[src/rtl/boot_loader.sv]
// Framed byte-stream program loader: assembles big-endian words, writes them into
// SyncRam while holding the CPU in init, then releases it after a checksum check.
module boot_loader #(
  parameter int unsigned             WORD_WIDTH       = 16,
  parameter int unsigned             ADDR_WIDTH       = 16,
  parameter logic [ADDR_WIDTH-1:0]   LOAD_BASE        = ADDR_WIDTH'(1),
  parameter int unsigned             CPU_RESET_CYCLES = 2
) (
  input  logic                  gclk,
  input  logic                  PowerOnN,
  input  logic                  ByteValid,
  input  logic [7:0]            ByteData,
  output logic                  ByteReady,
  output logic                  MemWriteFlag,
  output logic [ADDR_WIDTH-1:0] MemWriteAddr,
  output logic [WORD_WIDTH-1:0] MemWriteData,
  output logic                  LoaderActive,
  output logic                  CpuPowerOn,
  output logic                  Done,
  output logic                  Error
);

  typedef enum logic [2:0] {
    LEN_HI, LEN_LO, DATA_HI, DATA_LO, CHECK, RELEASE, RUN, ERROR
  } state_e;

  state_e                state_q, state_d;
  logic [15:0]           len_q, len_d;
  logic [15:0]           idx_q, idx_d;
  logic [7:0]            csum_q, csum_d;
  logic [7:0]            hi_q, hi_d;
  logic [31:0]           rel_cnt_q, rel_cnt_d;
  logic                  ready_q, ready_d;
  logic                  wr_flag_q, wr_flag_d;
  logic [ADDR_WIDTH-1:0] wr_addr_q, wr_addr_d;
  logic [WORD_WIDTH-1:0] wr_data_q, wr_data_d;
  logic                  active_q, active_d;
  logic                  cpu_on_q, cpu_on_d;
  logic                  done_q, done_d;
  logic                  error_q, error_d;
  logic                  accept;

  always_comb begin
    state_d   = state_q;
    len_d     = len_q;
    idx_d     = idx_q;
    csum_d    = csum_q;
    hi_d      = hi_q;
    rel_cnt_d = rel_cnt_q;
    wr_flag_d = 1'b0;
    wr_addr_d = wr_addr_q;
    wr_data_d = wr_data_q;
    accept    = ByteValid && ready_q;

    unique case (state_q)
      LEN_HI: if (accept) begin
        len_d[15:8] = ByteData;
        csum_d      = csum_q ^ ByteData;
        state_d     = LEN_LO;
      end
      LEN_LO: if (accept) begin
        len_d[7:0] = ByteData;
        csum_d     = csum_q ^ ByteData;
        state_d    = ({len_q[15:8], ByteData} == 16'd0) ? CHECK : DATA_HI;
      end
      DATA_HI: if (accept) begin
        hi_d    = ByteData;
        csum_d  = csum_q ^ ByteData;
        state_d = DATA_LO;
      end
      DATA_LO: if (accept) begin
        csum_d    = csum_q ^ ByteData;
        wr_flag_d = 1'b1;
        wr_addr_d = LOAD_BASE + ADDR_WIDTH'(idx_q);
        wr_data_d = WORD_WIDTH'({hi_q, ByteData});
        idx_d     = idx_q + 16'd1;
        state_d   = (idx_q == len_q - 16'd1) ? CHECK : DATA_HI;
      end
      CHECK: if (accept) begin
        rel_cnt_d = '0;
        if (ByteData != csum_q)       state_d = ERROR;
        else if (CPU_RESET_CYCLES == 0) state_d = RUN;
        else                          state_d = RELEASE;
      end
      RELEASE: begin
        // CpuPowerOn stays high for CPU_RESET_CYCLES cycles counted from entry
        if (rel_cnt_q == CPU_RESET_CYCLES - 1) state_d = RUN;
        else rel_cnt_d = rel_cnt_q + 32'd1;
      end
      RUN, ERROR: state_d = state_q;
      default:    state_d = LEN_HI;
    endcase

    // Outputs are registered, so they are decoded from the state being entered
    ready_d  = state_d inside {LEN_HI, LEN_LO, DATA_HI, DATA_LO, CHECK};
    active_d = !(state_d inside {RELEASE, RUN});
    cpu_on_d = (state_d != RUN);
    done_d   = (state_d == RUN);
    error_d  = (state_d == ERROR);
  end

  always_ff @(posedge gclk or negedge PowerOnN) begin
    if (!PowerOnN) begin
      state_q   <= LEN_HI;
      len_q     <= '0;
      idx_q     <= '0;
      csum_q    <= '0;
      hi_q      <= '0;
      rel_cnt_q <= '0;
      ready_q   <= 1'b0;
      wr_flag_q <= 1'b0;
      wr_addr_q <= '0;
      wr_data_q <= '0;
      active_q  <= 1'b1;
      cpu_on_q  <= 1'b1;
      done_q    <= 1'b0;
      error_q   <= 1'b0;
    end else begin
      state_q   <= state_d;
      len_q     <= len_d;
      idx_q     <= idx_d;
      csum_q    <= csum_d;
      hi_q      <= hi_d;
      rel_cnt_q <= rel_cnt_d;
      ready_q   <= ready_d;
      wr_flag_q <= wr_flag_d;
      wr_addr_q <= wr_addr_d;
      wr_data_q <= wr_data_d;
      active_q  <= active_d;
      cpu_on_q  <= cpu_on_d;
      done_q    <= done_d;
      error_q   <= error_d;
    end
  end

  assign ByteReady    = ready_q;
  assign MemWriteFlag = wr_flag_q;
  assign MemWriteAddr = wr_addr_q;
  assign MemWriteData = wr_data_q;
  assign LoaderActive = active_q;
  assign CpuPowerOn   = cpu_on_q;
  assign Done         = done_q;
  assign Error        = error_q;

endmodule

[config.mk]
export PLATFORM = sky130hd
export DESIGN_NAME = boot_loader
export DESIGN_NICKNAME = d
export VERILOG_FILES = /design/src/rtl/boot_loader.sv
export SDC_FILE = /design/constraint.sdc
export NUM_CORES = 1
export LEC_CHECK = 0
export BUFFER_PORTS_ARGS = -buffer_cell sky130_fd_sc_hd__buf_2
export CORE_MARGIN = 2
export CORE_UTILIZATION = 36
export DETAILED_ROUTE_END_ITERATION = 10
export GPL_TIMING_DRIVEN = 0
export PLACE_DENSITY = 0.53
export SLEW_MARGIN = 20
export SYNTH_ARGS = -nofsm -noshare
export SYNTH_HDL_FRONTEND = slang
export SYNTH_SLANG_ARGS = --single-unit
[constraint.sdc]
create_clock -name gclk -period 4.8 [get_ports gclk]
set_clock_uncertainty 0.05 [all_clocks]
set_input_delay 0.96 -clock gclk [delete_from_list [all_inputs] [get_ports gclk]]
set_output_delay 0.96 -clock gclk [all_outputs]
set_load 0.02 [all_outputs]
==> summary.md <==
| Metric | Value |
|---|---|
| Pleak | 2.629 nW |
| Post-synthesis cell area | 5400 µm² |
| DR top layer | met4 |
| Ys Warns | 0 |
| Number of synthesized flops with an enable pin | 0 |
| Setup TNS Final | 0 ps |
| Area delta synth->final | 15.13% |
| Synthesized area per cell | 10.49 µm² |
| Worst R2R Start | len_q[0]$_DFFE_PN0P_ |
| Vias | 4,078 |
| Cell variety after synth | 55 |
| PostCTS Resize Cnt | 0 |
| Crit-path max FO | 8 |
| Met3 Wirelength | 398 µm |
| Met1 wire length | 6157 µm |
| Power, Total | 3.285 mW |
| Clock power share | 22.6% |
| DP HPWL | 8675 µm |
| Sequential power share | 40.9% |
| Port Buffers | 48 |
| Max-cap check violation count | 0 |
| Placed cells | 748 |
| Initial antenna violation count | 0 |
| Switch Pwr | 1.216 mW |
| Via density | 5.338 |
| Die Ht | 126.5 µm |
| Combinational share of power | 36.5% |
| Post-synth top area cell | dfrtp_1 |
| VDD IR max | 0.2466 mV |
| Global-route wire length before repair | 20,440 µm |
| Clk_lat worst skew | 360 ps |
| Clk root buf | clkbuf_16 |
| Cell Int Power | 2.069 mW |
| 1st-iter DRT viols | 234 |
| Drt pass-1 iters | 6 |
| Synthesized net count | 530 |
| CTS Hold Bufs | 0 |
| Number of clock sinks | 105 |
| Worst path slowest cell | nor4b_2 |
| Syn Inst Count | 515 |
| Share of flip-flops with an asynchronous set or reset | 100.0% |
| Routability cong. | 0.8562 |
| Period minus WS final | 2965 ps |
| Sw Share | 37.02% |
| Sequential fraction of the synthesis area | 48.70% |
| ANT cells | 0 |
| # H-tree levels | 3 |
| Critical path class | register to register |
| Final hold viol count | 0 |
| Layout Cells excl Fill | 764 |
| Largest net degree at the start of global routing | 67 |
| Worst EP required | 4970 ps |
| Relative slew slack | 29.06% |
| Final period utilization | 61.76% |
| Total CTS buffers | 9 |
| # rows | 44 |
| Post-synth top area share | 47.73% |
| Longest Clk Path Bufs | 2 |
| Status | finished, final reports clean |
| PwrDens | 528.3 nW/µm² |
| Total core area | 14,590 µm² |
| RSZ-0062 raised after global routing | false |
| Post-route DRC | 0 |
| Total GRT Usage | 15.96% |
| Vias in the first global route | 3,952 |
| Die width | 126.5 µm |
| Worst-path clk slew | 80 ps |
| Fmax | 0.3373 GHz |
| Ports | 49 |
| Setup Buffers After CTS | 0 |
| Metal2 WL | 5541 µm |
| Most frequent cells in the layout | dfrtp_1 (103), buf_2 (50), nor2_1 (47) |
| Reg-to-reg endpoint | state_q[1]$_DFF_PN0_ |
| Largest stage delay, worst path | 690 ps |
| Hold Path Origin | csum_q[0]$_DFFE_PN0P_ |
| CP Launch Type | register |
| DR WL/cell | 16.11 µm |
| Synth Flop Type | dfrtp_1 |
| Critical path arrival | 3140 ps |
| Final Net Count | 590 |
| Leading cell type in the layout, fill and taps excluded | dfrtp_1 |
| WHS Path Cells | 1 |
| Crit-path cells | inv_1 -> ha_1 -> nor4b_2 -> nand3b_1 -> or4bb_1 -> a41oi_1 -> a31oi_1 |
| Layout cells sized above 1 | 20.86% |
| Die area | 16,000 µm² |
| Antenna viol nets, final | 0 |
| Crit. End Element | register |
| Starting Density | 37.02% |
| Fillers | 1,428 |
| Setup violators final | 0 |
| Aggregate global routing overflow | 0 |
| Worst Max-Slew Pin Slew | 1054 ps |
| HP Class | register to register |
| Top post-synthesis cells by area | dfrtp_1 (48%), mux2_2 (8.1%), xnor2_1 (7.5%) |
| Worst-case reg-to-reg path depth | 7 |
| Hold Path Sink | csum_q[0]$_DFFE_PN0P_ |
| R2R Setup Slk | 1840 ps |
| Routed WL | 12,310 µm |
| TritonCTS clock tree | built |
| Seq cells post-synth | 105 |
| Slew Limit Fails | 0 |
cell families (layout without fill, tap and decap cells):
family / Yosys count / after routing / synth area share [%]
DFF: 105 / 105 / 48.70
buffers and inverters: 34 / 99 / 2.572
and+or+nand+nor: 212 / 212 / 21.22
xor gates and xnor gates: 70 / 70 / 11.61
muxes: 39 / 39 / 8.133
AOI/OAI and AO/OA: 51 / 51 / 6.836
adders and majority gates: 4 / 4 / 0.9268
stage by stage:
step                      worst slack [ps]  area (µm²)  hold WS, ps  utilization, %
after CTS                             1848        6208        445.2           42.56
after detailed placement              1558        5909        430.6           40.51
final                                 1835        6217        444.7           42.62
after floorplan                       1882        5400        413.5               -
after global placement                1525        5871        427.4           40.24
after global routing                  1633        6217        454.2           42.62
worst max-delay path: cells and delay by family, from the launching register on:
kind                     cells  cell delay (ps)
AO/OA/AOI/OAI                2              510
adder cells (fa/ha/maj)      1              260
AND/OR/NAND/NOR              3             1480
buffers and inverters        1               90
flip-flops                   1              430
worst max path at each step:
stage                                      to                      from  cells past startpoint  slack (ps)
global route        rel_cnt_q[18]$_DFFE_PN0P_  rel_cnt_q[1]$_DFFE_PN0P_                      9        1630
detailed placement  rel_cnt_q[28]$_DFFE_PN0P_                 ByteValid                     10        1560
floorplan           rel_cnt_q[24]$_DFFE_PN0P_                 ByteValid                      9        1880
global placement    rel_cnt_q[17]$_DFFE_PN0P_                 ByteValid                      8        1530
finish                   state_q[1]$_DFF_PN0_      len_q[0]$_DFFE_PN0P_                      7        1840
CTS                      state_q[1]$_DFF_PN0_      len_q[0]$_DFFE_PN0P_                      7        1850
final cells by class:
class                   instances  area [µm²]  area share, %
plain buffers                  20       86.33          1.389
clock buffers                  10       239.0          3.844
clock inverters                 6       60.06         0.9660
inverters                      14       52.55         0.8452
multi-input cells             376        2645          42.54
flip-flops and latches        105        2630          42.30
well taps                     184       230.2          3.703
repair buffers                 49       274.0          4.407
synth_stat cells (2+ instances only):
library cell	instances
mux2_2	39
and2_1	4
a21o_1	2
a31oi_1	3
nor3_1	18
a221oi_1	2
o22ai_1	3
ha_1	4
a21oi_1	9
nor2b_1	2
nor4_1	15
nand2_1	35
or3_1	6
o31ai_1	3
o21ai_0	12
inv_1	14
a22o_1	2
buf_2	3
nand2b_1	4
nor2_1	47
nor4b_1	4
o311ai_0	2
clkbuf_1	16
a31o_2	3
nand3_1	19
nand4_1	20
xor2_1	23
xnor2_1	46
nor3b_1	5
or4_1	8
dfstp_2	2
and3_1	8
nand3b_1	4
a41oi_1	2
and4_1	3
dfrtp_1	103
a211o_1	2
sequential cells by signal (all words and copies together), names as in the netlist, 3 cells and up:
register and flops:
state_q 3, hi_q 8, csum_q 8, MemWriteAddr 16, MemWriteData 16, rel_cnt_q 32, len_q 16
routing by layer:
| layer | GRT usage, % | vias up |
|---|---|---|
| li1 | - | 1966 |
| met1 | 22.93 | 2022 |
| met2 | 24.19 | 76 |
| met3 | 2.699 | 14 |
| met4 | 6.076 | 0 |
| met5 | 0 | - |
power groups by stage:
stage / Sequential [mW] / Combinational, mW / Clock, mW
after floorplan: 1.43 / 0.788 / 0
after global placement: 1.35 / 1.16 / 0
after detailed placement: 1.36 / 1.19 / 0
after CTS: 1.34 / 1.20 / 0.764
after global routing: 1.39 / 1.32 / 0.802
final: 1.34 / 1.20 / 0.742
No activity file was read; power rests on OpenSTA's default activity.
